**src/rtl/melody_player.sv**
```systemverilog
// Plays a fixed 32-entry song from an internal ROM as a one-hot key select for a tone generator.
// Each entry holds a note code and a duration in beats; every note ends with a short silent gap.
module melody_player #(
  parameter int BEAT_CYCLES = 12500000,
  parameter int GAP_CYCLES  = 1250000
) (
  input  logic       CLK_50M,
  input  logic       RST,
  input  logic       START,
  input  logic       STOP,
  input  logic       LOOP,
  output logic [7:0] KEY_OUT,
  output logic       BUSY,
  output logic [4:0] NOTE_IDX,
  output logic       DONE
);

  typedef enum logic [1:0] {
    IDLE  = 2'd0,
    FETCH = 2'd1,
    PLAY  = 2'd2
  } state_t;

  localparam logic [23:0] TICK_LAST = 24'(BEAT_CYCLES - 1);
  localparam logic [23:0] GAP_START = 24'(BEAT_CYCLES - GAP_CYCLES);
  localparam logic [3:0]  NOTE_END  = 4'd15;

  state_t      state_reg, state_next;
  logic [4:0]  addr_reg, addr_next;
  logic [23:0] tick_reg, tick_next;
  logic [1:0]  beat_reg, beat_next;
  logic [3:0]  note_reg, note_next;
  logic [1:0]  dur_reg, dur_next;
  logic [7:0]  key_reg, key_next;
  logic        busy_reg, busy_next;
  logic        done_reg, done_next;
  logic        song_end;

  // Song ROM: ascending scale, a two-beat rest, then end markers.
  logic [5:0] rom [32];
  logic [3:0] rom_note;
  logic [1:0] rom_dur;

  genvar gi;
  generate
    for (gi = 0; gi < 32; gi++) begin : g_rom
      localparam logic [3:0] NOTE = (gi < 8) ? 4'(gi + 1) : ((gi == 8) ? 4'd0 : NOTE_END);
      localparam logic [1:0] DUR  = (gi == 8) ? 2'd1 : 2'd0;
      assign rom[gi] = {NOTE, DUR};
    end
  endgenerate

  assign rom_note = rom[addr_reg][5:2];
  assign rom_dur  = rom[addr_reg][1:0];

  always_comb begin
    state_next = state_reg;
    addr_next  = addr_reg;
    tick_next  = tick_reg;
    beat_next  = beat_reg;
    note_next  = note_reg;
    dur_next   = dur_reg;
    done_next  = 1'b0;
    song_end   = 1'b0;
    key_next   = 8'h00;
    busy_next  = 1'b0;

    case (state_reg)
      IDLE: begin
        addr_next = 5'd0;
        if (START && !STOP) state_next = FETCH;
      end
      FETCH: begin
        if (rom_note == NOTE_END) begin
          song_end = 1'b1;
        end else begin
          state_next = PLAY;
          tick_next  = 24'd0;
          beat_next  = 2'd0;
          note_next  = rom_note;
          dur_next   = rom_dur;
        end
      end
      PLAY: begin
        if (tick_reg == TICK_LAST) begin
          tick_next = 24'd0;
          if (beat_reg == dur_reg) begin
            // Running off the last ROM address counts as reaching the end marker.
            if (addr_reg == 5'd31) begin
              song_end = 1'b1;
            end else begin
              addr_next  = addr_reg + 5'd1;
              state_next = FETCH;
            end
          end else begin
            beat_next = beat_reg + 2'd1;
          end
        end else begin
          tick_next = tick_reg + 24'd1;
        end
      end
      default: state_next = IDLE;
    endcase

    if (song_end) begin
      addr_next = 5'd0;
      if (LOOP) begin
        state_next = FETCH;
      end else begin
        state_next = IDLE;
        done_next  = 1'b1;
      end
    end

    if (STOP && state_reg != IDLE) begin
      state_next = IDLE;
      addr_next  = 5'd0;
      tick_next  = 24'd0;
      beat_next  = 2'd0;
      done_next  = 1'b0;
    end

    // Outputs are computed from the next state so the registered copies line up with it.
    if (state_next == PLAY && !(beat_next == dur_next && tick_next >= GAP_START)
        && note_next >= 4'd1 && note_next <= 4'd8) begin
      key_next = 8'd1 << (note_next - 4'd1);
    end
    busy_next = (state_next != IDLE);
  end

  always_ff @(posedge CLK_50M) begin
    if (RST) begin
      state_reg <= IDLE;
      addr_reg  <= 5'd0;
      tick_reg  <= 24'd0;
      beat_reg  <= 2'd0;
      note_reg  <= 4'd0;
      dur_reg   <= 2'd0;
      key_reg   <= 8'h00;
      busy_reg  <= 1'b0;
      done_reg  <= 1'b0;
    end else begin
      state_reg <= state_next;
      addr_reg  <= addr_next;
      tick_reg  <= tick_next;
      beat_reg  <= beat_next;
      note_reg  <= note_next;
      dur_reg   <= dur_next;
      key_reg   <= key_next;
      busy_reg  <= busy_next;
      done_reg  <= done_next;
    end
  end

  assign KEY_OUT  = key_reg;
  assign BUSY     = busy_reg;
  assign NOTE_IDX = addr_reg;
  assign DONE     = done_reg;

endmodule

```
**config.mk**
```make
export PLATFORM = sky130hd
export DESIGN_NAME = melody_player
export DESIGN_NICKNAME = d
export VERILOG_FILES = /design/src/rtl/melody_player.sv
export SDC_FILE = /design/constraint.sdc
export NUM_CORES = 1
export LEC_CHECK = 0
export CORE_MARGIN = 8
export CORE_UTILIZATION = 25
export DETAILED_ROUTE_END_ITERATION = 10
export PLACE_DENSITY = 0.39
export SYNTH_ARGS = -nofsm -noshare
export SYNTH_HDL_FRONTEND = slang
export SYNTH_SLANG_ARGS = --single-unit
```
**constraint.sdc**
```tcl
create_clock -name CLK_50M -period 4.3 [get_ports CLK_50M]
set_input_delay 0.86 -clock CLK_50M [delete_from_list [all_inputs] [get_ports CLK_50M]]
set_output_delay 0.86 -clock CLK_50M [all_outputs]
set_load 0.02 [all_outputs]
```
* Word-level counts from Yosys, hierarchy flattened *
Memory sizes are Yosys's and may differ from the RTL's.
Index checks and enable logic that the tools add are counted.

operators by class
  $add $sub $neg = 4
  order comparisons = 4
  eq/ne operators = 11
  shift operators = 1
  muxes and demuxes = 34
  bitwise gates (word level) = 3
  reductions and logical operators = 16

operators by type and width
  operator                 number
  $mux W24                 3
  $pmux W24 S2             1
  $mux W2                  13
  $add A24 B1 Y24 const B  1
  $eq A24 B24 Y1 const B   1
  $ge A24 B24 Y1 const B   1
  $mux W5                  3
  $mux W6                  2
  $pmux W5 S2              1
  $mux W4                  2
  $shl A1 B4 Y8 const A    1
  $ge A6 B6 Y1 const B     1
  $logic_and A1 B1 Y1      6
  $mux W1                  6
  $ne A2 B2 Y1 const B     3
  $not A5 Y6               1
  $pmux W2 S3              1
  $reduce_bool A2 Y1       3
  $reduce_or A3 Y1         2
  $add A5 B1 Y5 const B    1
  $eq A5 B5 Y1 const B     1
  $eq A2 B2 Y1             2
  $eq A2 B2 Y1 const B     2
  $eq A4 B4 Y1 const B     1
  12 further kinds         14

word-level totals
  flip-flop bits (word level) = 49
  ROM bits = 192
  input bits = 5
  output and inout port bits = 15
  word-level logic and storage cells = 83
  memories kept = 1

memory list
  name              words  bits a word  read ports  clocked after Yosys merged registers in  wr ports  RTL line  source
  (name not given)  32     6            1           0                                        0         54        assign rom_dur = rom[addr_reg][1:0];

* Depth between registers and ports, before layout *
Gate-level depths: netlist (run 1).

  depth after elaboration = 16
  gate-level depth with buffers = 13
  gate-level depth less buffers = 12

* Worst setup path after synthesis (run 1) *
No wires, ideal clock.

  path kind = register -> register
  from = register addr_reg[0], in the netlist NOTE_IDX[0]
  to = register key_reg[7], in the netlist KEY_OUT[7]
  library setup time = 0.078 ns
  arrival time = 3.394 ns
  data required time = 4.222 ns
  slack = 0.828 ns
  cell stages (with the launch flop) = 14
  buffers on the path = 1
  clock period less this slack = 3.472 ns
  path through = dfxtp_1 -> inv_1 -> ha_1 -> and3b_1 -> o211a_1 -> a21boi_4 -> a22o_1 -> or2_1 -> buf_6 -> or4_4 -> or3_4 -> o21ba_4 -> a31oi_2 -> nor3_1

between the ends
  word-level cells in the longest chain between the ends = 16
  elaborated cells on any way between the ends = 42
  classes of those cells = add/sub: 1; order compare: 3; eq/ne: 4; shift: 1; mux: 24; bitwise: 2; reduce/logical: 6; memory: 1

ends and longest elaborated chain
  element                                                RTL line  source
  start, declared                                        29        logic [4:0] addr_reg, addr_next;
  start signal, assigned                                 144       addr_reg <= addr_next;
  $not A5 Y6 (implied by the code)                       53, 54
  $mem_v2 Z32 W6                                         n/a
  $mux W6 (implied by the code) (2 in a row)             54
  $eq A4 B4 Y1                                           74        if (rom_note == NOTE_END) begin
  $mux W24 / $mux W2 (equally long branches)             74
  $pmux W24 S2 / $pmux W2 S2 (equally long branches)     68        case (state_reg)
  $mux W24 / $mux W2 (equally long branches)             115       if (STOP && state_reg != IDLE) begin
  $ge A24 B24 Y1 / $eq A2 B2 Y1 (equally long branches)  124       if (state_next == PLAY && !(beat_next == dur_next && tick_next >= GAP_START)
  $logic_and A1 B1 Y1                                    124
  $logic_not A1 Y1                                       124
  $logic_and A1 B1 Y1                                    124
  $logic_and A1 B1 Y1 (2 in a row)                       125       && note_next >= 4'd1 && note_next <= 4'd8) begin
  $not A1 Y1 (no source line)                            n/a
  $reduce_or A2 Y1 (no source line)                      n/a
  end signal, assigned                                   149       key_reg <= key_next;
  end, declared                                          34        logic [7:0] key_reg, key_next;

Several ways; a longest one is shown, not always the timed one. The select of a mux whose other input is x is not followed.
A chain may end at the register's enable or synchronous reset.

* Worst setup path after layout (run 1) *
  from = register addr_reg[0], in the netlist NOTE_IDX[0]
  to = register key_reg[0], in the netlist KEY_OUT[0]

The elaborated chain is that of the path after synthesis.

==> results of run 1 <==
cell usage after synthesis, types with 2 or more instances:
master	instances
nand2b_1	9
o31ai_1	2
a221oi_1	2
nand3_1	18
a31oi_1	11
nand4_1	6
mux2i_1	3
o21ai_1	2
a311o_1	3
a211oi_1	3
xor2_1	4
or2_1	3
a21oi_1	25
a22o_1	2
or4_4	2
a311oi_1	3
o21a_1	3
ha_1	10
dfxtp_1	49
and4_1	3
nor4_1	7
nor3_1	19
a211o_1	2
o211ai_1	3
clkbuf_1	16
nor3b_1	4
and2_1	2
a21o_1	2
or4_1	5
nand4b_1	3
or3_1	4
o21ai_0	20
nor2b_1	10
nor2_1	54
a31oi_2	2
and3_1	10
inv_1	13
xnor2_1	3
nand2_1	29
cells by family after synthesis:
| group | Yosys count | synth area share (%) |
|---|---|---|
| AOI/OAI and AO/OA | 102 | 23.0 |
| muxes | 3 | 0.970 |
| and+or+nand+nor | 198 | 34.0 |
| DFF | 49 | 31.7 |
| xor gates and xnor gates | 7 | 1.98 |
| buffers and inverters | 32 | 4.28 |
| adders and majority gates | 10 | 4.04 |
layer usage:
layer | up-vias | wire (um) | part of all wire (%)
li1 | 1516 | - | -
met1 | 1432 | 4460 | 45
met2 | 75 | 4720 | 48
met3 | 18 | 428 | 4.3
met4 | 0 | 248 | 2.5
met5 | - | 0 | 0
worst max-delay path, delay by kind of cell, from the launching register on:
| family | cells | cell delay, ns |
|---|---|---|
| AOI/OAI and AO/OA | 5 | 1.03 |
| adders and majority gates | 1 | 0.34 |
| buffers and inverters | 1 | 0.11 |
| DFF | 1 | 0.44 |
| and+or+nand+nor | 5 | 1.59 |
final cells by class:
type                    count  area (um2)  area share, %
multi-input cells         320        1980           54.5
clock buffers               5         125           3.44
flip-flops and latches     49         981           27.0
clock inverters             3        26.3          0.722
inverters                  13        48.8           1.34
repair buffers             29         265           7.29
well taps                 168         210           5.78
through the flow:
step / hold slack, ns / power [mW]
2_1_floorplan: 0.490 / 0.597
3_3_place_gp: 0.525 / 0.667
3_5_place_dp: 0.530 / 0.663
4_1_cts: 0.546 / 1.09
5_1_grt: 0.564 / 1.13
6_report: 0.546 / 1.07
where the power goes:
group	switching [mW]	leakage, nW	internal, mW
Sequential	0.00536	0.395	0.463
Clock	0.196	0.0680	0.220
Combinational	0.120	0.757	0.0639
Total	0.321	1.22	0.747
final timing paths:
| path | to | slack, ns |
|---|---|---|
| min reg2reg | dur_reg[1] | 0.55 |
| max | KEY_OUT[0] | 0.70 |
| min | dur_reg[1] | 0.55 |
| max reg2reg | KEY_OUT[0] | 0.70 |
==> results by group, run 1 <==
Status
  – Status: complete, no violations

Setup path
  – RR Startpoint: NOTE_IDX[0]
  – Critical path peak fanout: 7
  – CP max-delay cell: or4_4
  – Crit. End Element: register
  – Setup crit start: NOTE_IDX[0]
  – Startpoint types: register
  – CP arrival: between 3 and 4 ns
  – Crit-path cells: inv_1, ha_1, and3b_1, o211a_1, a21boi_4, a22o_1, or2_1, or4_4, or3_4, o21ba_4, a31oi_2, nor3_1
  – Worst Path Class, Setup: register to register
  – WP data required: 4.53 ns
  – CP max stage delay: 0.58 ns
  – Worst Reg2Reg Path Length in Cells: 12

Logic synthesis
  – Synth Instances: roughly 400
  – Number of synthesized flops with an enable pin: 0
  – Top cell type's share of synthesized area: 31.7%
  – Mapped Area: 3100 um2
  – Yosys cell types: 69
  – Main flop type after synthesis: dfxtp_1
  – Synth warnings: 0
  – Post-Syn Nets: 416
  – Top post-synthesis cells by area: dfxtp_1, nor2_1, a21oi_1
  – Yosys top cell by area: dfxtp_1
  – Avg Cell Area, Syn: around 7.7 um2
  – FFs w/ async S/R, synth: 0%
  – Register bit total from synthesis: 49
  – Sequential-to-total area share from yosys stat: between 30% and 40%

Worst hold path
  – Worst Hold Path Cells: 1
  – Worst Hold Class: register to register
  – HP Start: dur_reg[1]

Place
  – Post-Place Worst Slack: 0.685 ns
  – Post-DP HPWL: ~7500 um
  – GP Congestion: 0.808
  – Cell Area, Placed: ~3500 um2
  – IO Port Bufs: 19
  – Cell count after placement: between 500 and 600

Drt
  – Total number of vias: 3041
  – DR vias/cell: between 5 and 6
  – First-pass DRT Iterations: 4
  – Routed wire length: a little under 10000 um
  – DRC: 0
  – DR iter-0 viols: 221
  – Routed Antenna Nets: 0
  – Routed WL per cell: around 17 um

Finish
  – Leading cell types in the layout, fill and taps excluded: nor2_1, dfxtp_1, nand2_1
  – Max FFs per register: 24
  – Final instance area: 3640 um2
  – Fin util: between 30% and 40%
  – Filler instances: 1294
  – Antenna fix cells: 0
  – Final non-filler cell total: 587
  – Share of post-route cells with drive strength above 1: ~7.6%
  – Area grow syn2layout: 17.5%
  – Final nets: around 430
  – Most common cell after layout, fill and taps aside: nor2_1

Floorplan
  – Core box area: 12100 um2
  – Die Width: roughly 130 um
  – Starting density of the core: 25.7%
  – Num ports: 20
  – Die Y: 127 um
  – Row cnt: 40
  – Die area: between 15000 and 20000 um2

Timing
  – Post-Route Skew: slightly above 0.005 ns
  – Relative slew slack: 43.5%
  – Worst-Margin Slew: 0.839 ns
  – Worst setup margin: ~0.7 ns
  – Final worst-path cycle share: between 80% and 90%
  – Setup violators final: 0
  – Highest Clock Rate: 278 MHz
  – Final hold vios: 0
  – Crit path time final: ~3.6 ns
  – Max Slew Vio Count: 0
  – Setup TNS: 0 ns
  – RSZ-0062 raised after global routing: no

Clocking
  – Num CTS Buffers: 5
  – Clock Tree Buf Depth: 2
  – Post-cts sizing count: 0
  – CTS tree: built
  – Setup Fix Bufs, Post-CTS: 0
  – CTS Hold Buffers Added: 0
  – Clk_lat worst skew: 0.30 ns
  – Clk slew on worst S/H paths: 0.07 ns
  – H-tree Lvls: 2
  – Clock Sinks: ~50
  – CTS root buf: clkbuf_16

Global route
  – GR Overflow Total: 0
  – Largest net degree at the start of global routing: 20
  – Initial antenna violation count: 0
  – Gr busiest metal: met2
  – Grt met1 use: 15.0%
  – First-pass GRT wire length: ~16000 um
  – Grt met2 use: 21.2%
  – Grt met3 use: around 2.0%
  – Global Route Usage Sum: 12.4%
  – Vias in the first global route: 3002

Run
  – # Max-Cap Violations: 0

Power and ir drop
  – Peak VDD IR: 0.000170 V
  – Pwr Density: a little under 300 nW/um2
  – Lkg Pwr: 1.22 nW
Power figures use the tool's default switching activity.
==> inputs of run 2 (changes only) <==
Settings changed: PLACE_DENSITY 0.39 to 0.41.
Clock period 4.3 ns to 3 ns, I/O delays scaled along.
==> run 2 against run 1 <==
The flow now finishes with violations (negative setup slack). Final cell count grew 18%. Clock skew shrank 0.00094 ns. Setup slack lost 0.89 ns. Count of clock-buffer cells in the layout is the same. First-iteration DRC count grew 12%. Total power grew 54%. Global-route usage grew 2.0 points. Die area is the same. Sequential power grew 42%. Clock power grew 46%. Core utilization grew 7.8 points. Routed wire length grew 11%. Largest power group unchanged.
==> results by group, run 2 (synthesis results as in run 1) <==
Power and ir drop
  – Lkg Pwr: 1.76 nW (was 1.22 nW)
  – Total power draw: 1.65 mW (was 1.07 mW)
  – Pwr Density: 361 nW/um2 (was 294 nW/um2)
  – Peak VDD IR: 0.000212 V (was 0.000170 V)

Clocking
  – CTS tree: built (unchanged)
  – Clk_lat worst skew: 0.30 ns (about the same)
  – H-tree Lvls: 2 (unchanged)
  – CTS root buf: clkbuf_16 (unchanged)
  – Clock Tree Buf Depth: 2 (unchanged)
  – Num CTS Buffers: 5 (unchanged)
  – Clk slew on worst S/H paths: 0.07 ns (about the same)
  – Clock Sinks: 49 (unchanged)

Drt
  – Routed wire length: 10900 um (was 9860 um)
  – Routed WL per cell: 15.7 um (was 16.8 um)
  – First-pass DRT Iterations: 5 (was 4)
  – DRC: 0 (unchanged)
  – Routed Antenna Nets: 0 (unchanged)
  – Total number of vias: 3453 (was 3041)
  – DR vias/cell: 4.97 (was 5.18)
  – DR iter-0 viols: 247 (was 221)

Place
  – Cell Area, Placed: 4310 um2 (was 3490 um2)
  – GP Congestion: 0.821 (was 0.808)
  – IO Port Bufs: 19 (unchanged)
  – Post-DP HPWL: 8530 um (was 7510 um)
  – Cell count after placement: 682 (was 579)

Setup path
  – RR Startpoint: NOTE_IDX[1] (was NOTE_IDX[0])
  – CP max stage delay: 0.43 ns (was 0.58 ns)
  – CP arrival: 3.43 ns (was 3.83 ns)
  – Worst Reg2Reg Path Length in Cells: 12 (unchanged)
  – R2r setup slk: -0.19 ns (was 0.70 ns)
  – Crit-path cells: ha_4, ha_4, and3b_2, o211a_1, a21boi_4, a22o_1, or2_1, or4_4, or3_4, o21ba_4, a31oi_4, nor3_2 (was inv_1, ha_1, and3b_1, o211a_1, a21boi_4, a22o_1, or2_1, or4_4, or3_4, o21ba_4, a31oi_2, nor3_1)
  – CP most frequent cell: ha_4
  – Worst Path Class, Setup: register to register (unchanged)
  – Startpoint types: register (unchanged)
  – Cell family with most CP delay: simple AND/OR/NAND/NOR gates (unchanged)
  – Crit. End Element: register (unchanged)
  – WP data required: 3.24 ns (was 4.53 ns)
  – Crit path buf inv count: 0 (was 1)
  – Critical path peak fanout: 4 (was 7)
  – CP max-delay cell: or4_4 (unchanged)
  – Critical R2R Capture: KEY_OUT[0] (unchanged)

Finish
  – Final nets: 541 (was 433)
  – Final instance area: 4570 um2 (was 3640 um2)
  – Filler instances: 1245 (was 1294)
  – Most common cell after layout, fill and taps aside: buf_4 (was nor2_1)
  – Max FFs per register: 24 (unchanged)
  – Antenna fix cells: 0 (unchanged)
  – Share of post-route cells with drive strength above 1: 30.4% (was 7.64%)
  – Leading cell types in the layout, fill and taps excluded: buf_4, nor2_1, dfxtp_1 (was nor2_1, dfxtp_1, nand2_1)
  – Final non-filler cell total: 695 (was 587)
  – Area grow syn2layout: 47.8% (was 17.5%)

Floorplan
  – Core box area: 12100 um2 (unchanged)
  – Row cnt: 40 (unchanged)
  – Num ports: 20 (unchanged)
  – Die area: 16200 um2 (unchanged)
  – Die Width: 127 um (unchanged)
  – Starting density of the core: 25.7% (unchanged)
  – Die Y: 127 um (unchanged)

Timing
  – Crit path time final: 3.19 ns (was 3.60 ns)
  – Setup violators final: 8 (was 0)
  – Hold slack: 0.517 ns (was 0.546 ns)
  – Relative slew slack: 64.3% (was 43.5%)
  – Setup TNS: -1.13 ns (was 0 ns)
  – Final hold vios: 0 (unchanged)
  – RSZ-0062 raised after global routing: yes (was no)
  – Worst-Margin Slew: 0.531 ns (was 0.839 ns)
  – Highest Clock Rate: 313 MHz (was 278 MHz)
  – Max Slew Vio Count: 0 (unchanged)
  – Worst setup margin: -0.192 ns (was 0.697 ns)
  – Final worst-path cycle share: 106% (was 83.8%)
  – Post-Route Skew: 0.00424 ns (was 0.00518 ns)

Worst hold path
  – Worst Hold Path Cells: 2 (was 1)
  – HP Start: NOTE_IDX[0] (was dur_reg[1])
  – Worst Hold Class: register to register (unchanged)
  – Hold path endpoint: NOTE_IDX[0] (was dur_reg[1])

Status
  – Status: complete, but fails checks (was complete, no violations)
  – Violated checks: negative setup slack

Global route
  – Largest net degree at the start of global routing: 20 (unchanged)
  – Vias in the first global route: 3550 (was 3002)
  – Global Route Usage Sum: 14.4% (was 12.4%)
  – Initial antenna violation count: 0 (unchanged)
  – GR Overflow Total: 0 (unchanged)
  – First-pass GRT wire length: 18400 um (was 15800 um)

Run
  – # Max-Cap Violations: 0 (unchanged)
==> run 2: changes by cell type in the layout (fill, tap and decap cells not counted), sizes merged <==
cell | before | now
clkinv | 0 | 1
buf | 10 | 118
inv | 14 | 15
clkinvlp | 2 | 0
==> run 2: repair_timing <==
item	4_1_cts	5_1_grt
setup buffers	4	1
pin swaps	10	1
resized for setup	11	3
setup endpoints to repair	8	8
cloned	0	0
hold buffers	0	0
==> run 2: area by class of cell <==
class	instances	area (um2)	share of cell area, %
Inverter	13	48.8	1.07
Tap cell	168	210	4.60
Clock buffer	5	125	2.74
Clock inverter	3	28.8	0.629
Multi-Input combinational cell	320	2100	45.8
Timing Repair Buffer	137	1080	23.5
Sequential cell	49	990	21.6
==> run 2: worst max-delay path by stage <==
stage | from | endpoint | slack [ns] | cells after the start
after detailed placement | STOP | KEY_OUT[6] | -0.30 | 11
after global placement | STOP | KEY_OUT[0] | -0.23 | 11
after floorplan | NOTE_IDX[1] | KEY_OUT[7] | -0.20 | 13
after CTS | NOTE_IDX[1] | KEY_OUT[0] | -0.16 | 12
final | NOTE_IDX[1] | KEY_OUT[0] | -0.19 | 12
after global routing | NOTE_IDX[1] | KEY_OUT[0] | -0.30 | 12
==> run 2: tightest hold or removal path: cells and delay by family, from the launching register on <==
family / cells / cell delay [ns]
flip-flops: 1 / 0.37
AND/OR/NAND/NOR: 1 / 0.06
AO/OA/AOI/OAI: 1 / 0.05
==> run 2: layer usage <==
| layer | track usage [%] | share of wire [%] |
|---|---|---|
| met3 | 2.83 | 4.3 |
| met4 | 5.18 | 1.2 |
| met2 | 24.5 | 48 |
| met5 | 0 | 0 |
| met1 | 17.5 | 46 |
==> run 2: report_power, final <==
part / switching (mW) / internal [mW]
Sequential: 0.00634 / 0.662
Clock: 0.289 / 0.320
Combinational: 0.203 / 0.169
Total: 0.498 / 1.15
==> run 2: stage by stage <==
stage / worst slack (ns) / util (%)
final: -0.192 / 37.9
after detailed placement: -0.302 / 35.7
after CTS: -0.161 / 37.7
after global routing: -0.302 / 37.9
after floorplan: -0.203 / -
after global placement: -0.227 / 35.7
==> inputs of run 3 (changes only) <==
Settings changed: CAP_MARGIN set to 20, DONT_BUFFER_PORTS set to 1, PLACE_DENSITY 0.41 to 0.39.
==> run 3 against run 2 <==
The run still ends with negative setup slack left. Clock power hardly changed. Final cell count is 2.0% lower. Total power fell by 1.3%. Largest cell class unchanged. Largest power group unchanged. Highest routed layer unchanged.
==> results by group, run 3 (synthesis results as in run 1) <==
Status
  – Status: complete, but fails checks (unchanged)
  – Violated checks: negative setup slack (unchanged)

Clocking
  – Num CTS Buffers: 5 (unchanged)
  – CTS root buf: clkbuf_16 (unchanged)
  – Clock Tree Buf Depth: 2 (unchanged)
  – Clk slew on worst S/H paths: 0.08 ns (was 0.07 ns)
  – CTS Hold Buffers Added: 0 (unchanged)
  – Clock Sinks: 49 (unchanged)
  – CTS tree: built (unchanged)
  – Clk_lat worst skew: 0.31 ns (was 0.30 ns)
  – H-tree Lvls: 2 (unchanged)

Place
  – GP Congestion: 0.851 (was 0.821)
  – Post-DP HPWL: 8750 um (was 8530 um)
  – IO Port Bufs: 0 (was 19)
  – Cell count after placement: 664 (was 682)

Timing
  – Crit path time final: 3.07 ns (was 3.19 ns)
  – Worst setup margin: -0.0717 ns (was -0.192 ns)
  – Setup TNS: -0.439 ns (was -1.13 ns)
  – Relative slew slack: 65.3% (was 64.3%)
  – Hold slack: 0.352 ns (was 0.517 ns)
  – Worst-Margin Slew: 0.516 ns (was 0.531 ns)
  – Post-Route Skew: 0.00784 ns (was 0.00424 ns)
  – Max Slew Vio Count: 0 (unchanged)
  – RSZ-0062 raised after global routing: yes (unchanged)
  – Highest Clock Rate: 326 MHz (was 313 MHz)
  – Setup violators final: 8 (unchanged)
  – Final hold vios: 0 (unchanged)
  – Final worst-path cycle share: 102% (was 106%)

Global route
  – Global Route Usage Sum: 13.9% (was 14.4%)
  – Vias in the first global route: 3387 (was 3550)
  – Initial antenna violation count: 0 (unchanged)
  – Largest net degree at the start of global routing: 20 (unchanged)
  – GR Overflow Total: 0 (unchanged)
  – First-pass GRT wire length: 17600 um (was 18400 um)

Drt
  – DR iter-0 viols: 144 (was 247)
  – Routed Antenna Nets: 0 (unchanged)
  – Routed wire length: 11000 um (was 10900 um)
  – First-pass DRT Iterations: 7 (was 5)
  – Routed WL per cell: 16.2 um (was 15.7 um)
  – DRC: 0 (unchanged)
  – DR vias/cell: 4.91 (was 4.97)
  – Total number of vias: 3347 (was 3453)

Finish
  – Most common cell after layout, fill and taps aside: buf_4 (unchanged)
  – Share of post-route cells with drive strength above 1: 33.3% (was 30.4%)
  – FF+latch area: 997 um2 (was 990 um2)
  – Antenna fix cells: 0 (unchanged)
  – Final non-filler cell total: 681 (was 695)
  – Area of the multi-input gates: 2110 um2 (was 2100 um2)
  – Max FFs per register: 24 (unchanged)
  – Fin util: 36.9% (was 37.9%)
  – Leading cell types in the layout, fill and taps excluded: buf_4, nor2_1, dfxtp_1 (unchanged)
  – Final nets: 527 (was 541)
  – Area grow syn2layout: 43.9% (was 47.8%)
  – Filler instances: 1289 (was 1245)

Run
  – # Max-Cap Violations: 0 (unchanged)

Power and ir drop
  – P_int: 1.13 mW (was 1.15 mW)
  – Combinational Power Share: 21.2% (was 22.6%)
  – Seq pwr share: 41.4% (was 40.5%)
  – Peak VDD IR: 0.000233 V (was 0.000212 V)
  – Clk pwr share: 37.4% (was 36.9%)
  – Switch Pwr: 0.494 mW (was 0.498 mW)
  – Pwr Density: 365 nW/um2 (was 361 nW/um2)
  – Switching share of power: 30.4% (was 30.2%)
  – Lkg Pwr: 1.75 nW (was 1.76 nW)

Setup path
  – Startpoint types: register (unchanged)
  – Worst Path Class, Setup: register to register (unchanged)
  – CP arrival: 3.31 ns (was 3.43 ns)
  – WP data required: 3.24 ns (about the same)
  – Critical path peak fanout: 4 (unchanged)
  – Crit. End Element: register (unchanged)

Floorplan
  – Die area: 16200 um2 (unchanged)
  – Starting density of the core: 25.7% (unchanged)
  – Num ports: 20 (unchanged)
  – Core box area: 12100 um2 (unchanged)
  – Die Y: 127 um (unchanged)
  – Die Width: 127 um (unchanged)
  – Row cnt: 40 (unchanged)

Worst hold path
  – Worst Hold Class: input port to register (was register to register)
run 3: cell count changes in the layout (fill, tap and decap cells not counted), sizes merged:
cell / delta
clkinv: -1
clkdlybuf4s50: -19
buf: +5
clkinvlp: +1
run 3: final cells by class:
type / count / share of cell area [%]
clock buffer: 5 / 2.81
multi-input combinational: 320 / 47.4
timing repair buffer: 123 / 21.0
tap: 168 / 4.72
sequential: 49 / 22.4
inverter: 13 / 1.10
clock inverter: 3 / 0.562
run 3: power groups by stage:
stage	clock network, mW	logic (mW)	registers (mW)
2_1_floorplan	0	0.168	0.689
3_3_place_gp	0	0.336	0.690
3_5_place_dp	0	0.336	0.690
4_1_cts	0.636	0.342	0.675
5_1_grt	0.652	0.373	0.675
6_report	0.609	0.345	0.673
run 3: critical path, cell delays in order, from the launching register on:
cell	delay (ns)
dfxtp_4	0.37
ha_4	0.17
ha_4	0.15
and3b_1	0.18
o211a_1	0.24
a21boi_4	0.15
a22o_1	0.25
or2_1	0.23
or4_4	0.42
or3_4	0.37
o21ba_4	0.27
a31oi_4	0.11
nor3_2	0.11
run 3: worst paths after layout:
check                    from            to  slack (ns)  cells after the start
setup / recovery  NOTE_IDX[1]    KEY_OUT[7]       -0.07                     12
hold / removal            RST  tick_reg[12]        0.35                      1
setup reg to reg  NOTE_IDX[1]    KEY_OUT[7]       -0.07                     12
hold reg to reg    dur_reg[1]    dur_reg[1]        0.54                      1
run 3: routing by layer:
metal / wire, um / part of all wire [%] / GRT usage, % / up-vias
met1: 5070 / 46 / 16.0 / 1587
li1: - / - / - / 1707
met2: 5380 / 49 / 24.7 / 39
met3: 353 / 3.2 / 2.95 / 14
met5: 0 / 0 / 0 / -
met4: 214 / 1.9 / 5.32 / 0
run 3: through the flow:
| stage | setup WS (ns) | power, mW | area [um2] |
|---|---|---|---|
| global placement | -0.186 | 1.03 | 4140 |
| finish | -0.0717 | 1.63 | 4450 |
| floorplan | -0.203 | 0.856 | 3140 |
| global route | -0.191 | 1.70 | 4450 |
| CTS | -0.109 | 1.65 | 4360 |
| detailed placement | -0.211 | 1.03 | 4140 |
run 3: timing repair:
item                                    4_1_cts  5_1_grt
pin swaps                                     3        6
gates resized for setup                       9       13
buffers inserted                              4        5
endpoints found under the setup margin        8        8
